## src/rtl/cdc_handshake_source_pkg.sv

```systemverilog
// Shared types and default sizes for the toggle-handshake CDC source.
package cdc_handshake_source_pkg;

    localparam int DEFAULT_WIDTH      = 8;
    localparam int DEFAULT_SYNC_DEPTH = 3;
    localparam int DEFAULT_CNT_WIDTH  = 16;

    typedef enum logic [1:0] {
        RESYNC = 2'd0,
        IDLE   = 2'd1,
        WAIT   = 2'd2
    } state_e;

endpackage

```

## src/rtl/cdc_sync_bit.sv

```systemverilog
// Plain flop-chain synchronizer for a single asynchronous bit; deliberately unreset
// so the chain flushes naturally after reset.
module cdc_sync_bit #(
    parameter int DEPTH = 3
) (
    input  logic clock,
    input  logic d,
    output logic q
);

    logic [DEPTH-1:0] sync_q;

    always_ff @(posedge clock) begin
        sync_q <= {sync_q[DEPTH-2:0], d};
    end

    assign q = sync_q[DEPTH-1];

endmodule

```

## src/rtl/cdc_handshake_source.sv

```systemverilog
// Transmit side of a 2-phase req/ack CDC. Optional one-entry skid buffer is
// enabled by defining CDC_HANDSHAKE_SOURCE_SKID_EN.
module cdc_handshake_source
    import cdc_handshake_source_pkg::*;
#(
    parameter int WIDTH      = DEFAULT_WIDTH,
    parameter int SYNC_DEPTH = DEFAULT_SYNC_DEPTH,
    parameter int CNT_WIDTH  = DEFAULT_CNT_WIDTH
) (
    input  logic                 clock,
    input  logic                 reset,
    input  logic                 io_enq_valid,
    output logic                 io_enq_ready,
    input  logic [WIDTH-1:0]     io_enq_bits,
    output logic                 io_async_req,
    output logic [WIDTH-1:0]     io_async_data,
    input  logic                 io_async_ack,
    output logic                 io_idle,
    output logic [CNT_WIDTH-1:0] io_sent_count,
    output state_e               dbg_state
);

    localparam int FLUSH_W = $clog2(SYNC_DEPTH + 1);

    state_e               state_q, state_d;
    logic                 req_q;
    logic [WIDTH-1:0]     data_q;
    logic [CNT_WIDTH-1:0] count_q;
    logic [FLUSH_W-1:0]   flush_cnt_q;
    logic                 ack_sync;
    logic                 flush_done;
    logic                 ack_seen;
    logic                 fire;
`ifdef CDC_HANDSHAKE_SOURCE_SKID_EN
    logic [WIDTH-1:0]     skid_q;
    logic                 skid_valid_q;
`endif

    cdc_sync_bit #(.DEPTH(SYNC_DEPTH)) u_ack_sync (
        .clock (clock),
        .d     (io_async_ack),
        .q     (ack_sync)
    );

    // Enqueue handshake: a word transfers on any clock edge where io_enq_valid and
    // io_enq_ready are both high; ready never depends on valid.
    assign fire       = io_enq_valid && io_enq_ready;
    assign flush_done = (flush_cnt_q == FLUSH_W'(SYNC_DEPTH));
    assign ack_seen   = (state_q == WAIT) && (ack_sync == req_q);

    always_ff @(posedge clock) begin
        if (!reset) state_q <= RESYNC;
        else        state_q <= state_d;
    end

    always_comb begin
        state_d = state_q;
        case (state_q)
            RESYNC: if (flush_done && (ack_sync == req_q)) state_d = IDLE;
            IDLE:   if (fire) state_d = WAIT;
            WAIT: begin
`ifdef CDC_HANDSHAKE_SOURCE_SKID_EN
                if (ack_seen && !skid_valid_q && !fire) state_d = IDLE;
`else
                if (ack_seen) state_d = IDLE;
`endif
            end
            default: state_d = RESYNC;
        endcase
    end

    always_comb begin
        io_enq_ready = 1'b0;
        io_idle      = 1'b0;
        case (state_q)
            IDLE: begin
                io_enq_ready = 1'b1;
                io_idle      = 1'b1;
            end
`ifdef CDC_HANDSHAKE_SOURCE_SKID_EN
            WAIT: io_enq_ready = !skid_valid_q;
`endif
            default: ;
        endcase
    end

    // Data and req always move on the same edge; the sink's synchronizer on req
    // gives data time to settle before the toggle is seen.
    always_ff @(posedge clock) begin
        if (!reset) begin
            req_q       <= 1'b0;
            data_q      <= '0;
            count_q     <= '0;
            flush_cnt_q <= '0;
`ifdef CDC_HANDSHAKE_SOURCE_SKID_EN
            skid_q       <= '0;
            skid_valid_q <= 1'b0;
`endif
        end else begin
            if ((state_q == RESYNC) && !flush_done) flush_cnt_q <= flush_cnt_q + 1'b1;
            if (ack_seen) count_q <= count_q + 1'b1;
            if ((state_q == IDLE) && fire) begin
                data_q <= io_enq_bits;
                req_q  <= ~req_q;
            end
`ifdef CDC_HANDSHAKE_SOURCE_SKID_EN
            if (state_q == WAIT) begin
                if (ack_seen) begin
                    if (skid_valid_q) begin
                        data_q       <= skid_q;
                        req_q        <= ~req_q;
                        skid_valid_q <= 1'b0;
                    end else if (fire) begin
                        data_q <= io_enq_bits;
                        req_q  <= ~req_q;
                    end
                end else if (fire) begin
                    skid_q       <= io_enq_bits;
                    skid_valid_q <= 1'b1;
                end
            end
`endif
        end
    end

    assign io_async_req  = req_q;
    assign io_async_data = data_q;
    assign io_sent_count = count_q;
    assign dbg_state     = state_q;

endmodule

```

## config.mk

```make
export PLATFORM = sky130hd
export DESIGN_NAME = cdc_handshake_source
export DESIGN_NICKNAME = d
export VERILOG_FILES = /design/src/rtl/cdc_handshake_source_pkg.sv /design/src/rtl/cdc_sync_bit.sv /design/src/rtl/cdc_handshake_source.sv
export SDC_FILE = /design/constraint.sdc
export NUM_CORES = 1
export LEC_CHECK = 0
export ABC_AREA = 1
export ABC_CLOCK_PERIOD_IN_PS = 4500
export CAP_MARGIN = 15
export CELL_PAD_IN_SITES_DETAIL_PLACEMENT = 0
export CELL_PAD_IN_SITES_GLOBAL_PLACEMENT = 1
export CORE_MARGIN = 2
export CORE_UTILIZATION = 35
export DETAILED_ROUTE_END_ITERATION = 6
export PLACE_DENSITY = 0.89
export SLEW_MARGIN = 20
export SYNTH_ARGS = -nofsm -noshare
export SYNTH_HDL_FRONTEND = slang
export SYNTH_SLANG_ARGS = --single-unit
```

## constraint.sdc

```tcl
create_clock -name clock -period 4.5 [get_ports clock]
set_clock_uncertainty 0.2 [all_clocks]
set_input_delay 0.9 -clock clock [delete_from_list [all_inputs] [get_ports clock]]
set_output_delay 0.9 -clock clock [all_outputs]
set_load 0.03 [all_outputs]
```

Word level (Yosys, flattened, before mapping). Index checks and enable logic that the tools add are counted.

$add $sub $neg: 2. $mul: 0. Div/mod/pow operators: 0. Order comparisons: 0. Eq/ne operators: 7. Shift-type cells: 0. Muxes and demuxes: 5. Bitwise gates (word level): 1. Reductions and logical operators: 8.

Operators by type and width (number): adder 16 x 1 -> 16 bit, second input constant (1); 2-to-1 mux 2 bit (3); != test 2 bit, second input constant (3); case mux 2 bit (3 select lines) (1); logical AND 1 bit (5); == test 2 bit, second input constant (2); AND reduction 3 bit (1); adder 2 x 1 -> 2 bit, second input constant (1); == test 2 x 1 -> 1 bit, second input constant (1); logical NOT 2 bit (1); == test 1 bit (1); logical NOT 1 bit (1); 2-to-1 mux 1 bit (1); inverter 1 bit (1).

Flip-flop bits (word level): 32. Bits in latches: 0. Bits in writable memories: 0. Bits in read-only memories: 0. Bits of input ports: 12. Word-level logic and storage cells: 29. Memories: 0.

Depth between registers and ports, before layout.
Depth after elaboration: 5. Gate-level depth with buffers: 9.

By module. Synthesis repeated with hierarchy kept, for this count alone.

Cells, all modules: 214. Area total of the unflattened synthesis: 1483.9 µm².

By module, submodules not included: cdc_handshake_source (instances 1, cells an instance 211, area an instance 1423.9 µm²); cdc_sync_bit (instances 1, cells an instance 3, area an instance 60.1 µm²).

Worst setup path after synthesis. OpenSTA, ideal clock, no wires.

Kind: reg-to-output. From: register state_q[0] (netlist: dbg_state[0]). To: output port io_idle. Arrival time: 1245 ps. Slack: 2155 ps. Stages on the path, launching flop included: 4. Buffers on the path: 1. Cell sequence: dfxtp_1 -> inv_1 -> nor2_4 -> buf_4.

Word-level cells in the longest chain between the ends: 2.

RTL lines: start, declared (line cdc_handshake_source.sv:25) `state_e state_q, state_d;`; start signal, assigned (line cdc_handshake_source.sv:53) `else state_q <= state_d;`; == test 2 x 1 -> 1 bit; 2-to-1 mux 1 bit; end, declared (line cdc_handshake_source.sv:18) `output logic io_idle,`.

Every way passes these cells.

Worst setup path in the final report.
From: register state_q[0] (netlist: dbg_state[0]). To: output port io_idle.

Word-level cells in the longest chain between the ends: 2.

RTL lines: == test 2 x 1 -> 1 bit (line cdc_handshake_source.sv:75) `case (state_q)`; 2-to-1 mux 1 bit (line cdc_handshake_source.sv:75).

Every way passes these cells.

==> results.cfg <==
[synth]
synth-adder-area-share_pct = 1.691
ys_ff_latch = 32
synthMuxAreaShare_pct = 0
synth_compound_area_share_pct = 10.06
syn_area_per_cell_sq_um = 6.949
synth_top_area_cell = dfxtp_1
yosys.cell_types.count = 21
syn-num-nets = 227
syn_inst = 213
yosys.area_share.simple_pct = 34.91
synth-warning-count = 0
synthXorXnorAreaFrac_pct = 0.5917
ys_seq_area_share_pct = 43.28
synth_top_family_by_area = simple AND/OR/NAND/NOR gates
synth.area.top_cells = dfxtp_1 43%, nand2_1 13%, inv_1 7.4%, nor2_1 7.4%, a21oi_1 5.7%
synth_top_area_share_pct = 43.28
netlist_area_sq_mm = 0.001480

[power]
p_int_uw = 512.7
seq_power_share_pct = 45.4
ir_worst_vdd_uv = 147.5
combPwrFrac_pct = 8.7
pwr_density_cell_mw_per_mm2 = 321.3
power.leakage_nw = 0.7560
power.total_uw = 656.2
clkPwrFrac_pct = 45.8
power_switching_uw = 143.5
switching_share_pct = 21.87

[critical_path]
path_cells = inv_1 > nor2_4 > clkdlybuf4s50_1
cp-end-kind = output port
path_max_fanout = 11
start_kind = flop
crit_slowest_cell = clkdlybuf4s50_1
cp_top_family = buffers and inverters
critPathBufInv = 2
required_ns = 3.40
crit_arrival_ns = 1.79
worst_path_largest_cell_delay_ns = 0.72
critPathKind = reg2out

[clocking]
postCtsSetupBuffers = 0
cts_buffers = 5
cts_resized = 0
clock_latency_ns = 0.29
postCtsHoldBufs = 0
h-tree-depth = 2
cts_num_sinks = 32
cts-root-buf = clkbuf_8
clock_path_buffers = 2
cts_tree = done
cts.clk_slew.worst_paths_ns = 0.06

[placed_design]
dp.cells = 297
numPortBuffers = 40
gp_congestion = 0.8141
place_ws_ns = 1.826
hpwlAfterDp_microns = 2434

[grt]
first_global_vias = 1330
grt_pass1_wl_microns = 5899
grt_overflow_total = 0
antenna_found_initial = 0
grt_usage_pct = 15.38
grt_max_degree = 18

[drt]
vias = 1426
wl_met3_microns = 162
via_per_inst = 4.675
drtPass1Iterations = 4
wl_met1_microns = 1662
routed_wl_microns = 3348
route.top_layer_used = met4
postRouteAntennaNets = 0
wl_met2_microns = 1433
drt_iter0_markers = 84
drc_errors = 0
avgRoutedWirePerCell_microns = 10.98

[sta]
tightest_slew_ns = 0.6045
rsz0062_at_grt = no
tns_ns = 0
setup_violations = 0
fin_crit_sh_pct = 64.27
worst_slack_ns = 1.608
finalHoldViolations = 0
relSlewSlack_pct = 59.58
min_period_ns = 2.892
drv_slew = 0
fmax_mhz = 345.7

[floorplanning]
die_area_sq_mm = 0.004765
num_rows = 23
core_sq_mm = 0.004029
io_pins = 41
initial_core_util_pct = 36.74
die_x_microns = 69.03
die_h_microns = 69.03

[final_layout]
layoutNonFillerInstCount = 305
drive_gt1_share_pct = 6.275
mostFrequentLayoutCell = nand2_1
diodes = 0
multi_input_area_sq_um = 699.4
area.growth.synth_to_final_pct = 37.95
nFillCells = 429
final_cell_mix = 52 x nand2_1, 40 x clkdlybuf4s50_1, 32 x dfxtp_1, 29 x inv_1, 29 x nor2_1
regArea_sq_um = 640.6
layout.nets = 268

[job]
drv_cap = 0

[min_path]
hold_path.class = reg2reg

[run_status]
status = completed
routing by layer:
metal	global-route usage, %	up-vias
li1	-	757
met4	9.150	0
met1	19.78	626
met5	0	-
met2	23.18	35
met3	3.801	8
flip-flops by register name, summed over array words and instances, names as in the netlist:
name,cells
io_async_req,1
io_async_data,8
u_ack_sync.sync_q,3
dbg_state,2
flush_cnt_q,2
io_sent_count,16
layout make-up:
cell class / instances / area share (%)
timing repair buffer: 40 / 19.61
clock inverter: 1 / 1.471
sequential: 32 / 31.37
tap: 50 / 3.064
clock buffer: 7 / 4.718
inverter: 30 / 5.515
multi-input combinational: 145 / 34.25
synth_stat cells:
| master | count |
|---|---|
| inv_2 | 1 |
| nand4_1 | 6 |
| o2111a_1 | 1 |
| a21oi_1 | 17 |
| buf_2 | 1 |
| dfxtp_1 | 32 |
| clkbuf_1 | 4 |
| ha_1 | 2 |
| nand3_1 | 17 |
| nand2_2 | 1 |
| nor2_2 | 1 |
| a211oi_1 | 1 |
| nand3_4 | 1 |
| buf_4 | 1 |
| nor2_1 | 29 |
| inv_1 | 29 |
| nand2_1 | 52 |
| o21ai_0 | 9 |
| xnor2_1 | 1 |
| nor3_1 | 3 |
| nor2_4 | 4 |
per-stage QoR:
stage	utilization [%]	area, sq um	hold slack [ns]
final	50.68	2042	0.1275
after global routing	50.68	2042	0.1420
after detailed placement	47.55	1916	0.1147
after CTS	50.68	2042	0.1299
after floorplan	-	1480	0.1096
after global placement	47.55	1916	0.1110
power by group through the flow:
| stage | logic, mW | clock network [mW] | registers (mW) |
|---|---|---|---|
| global placement | 0.0568 | 0 | 0.304 |
| global route | 0.0637 | 0.322 | 0.299 |
| finish | 0.0574 | 0.301 | 0.298 |
| detailed placement | 0.0580 | 0 | 0.304 |
| floorplan | 0.0310 | 0 | 0.309 |
| CTS | 0.0583 | 0.311 | 0.298 |
worst paths after layout:
path,startpoint,endpoint,slack (ns),cells after the start
min,u_ack_sync.sync_q[0],u_ack_sync.sync_q[1],0.13,0
max,dbg_state[0],io_idle,1.61,3
max reg2reg,dbg_state[0],io_async_req,2.81,5
min reg2reg,u_ack_sync.sync_q[0],u_ack_sync.sync_q[1],0.13,0
kinds of logic after synthesis:
logic type / after synthesis
buf+inv: 36
flops: 32
xor+xnor: 1
compound gates: 28
simple gates: 114
fa+ha+maj: 2
Power figures use the tool's default switching activity.
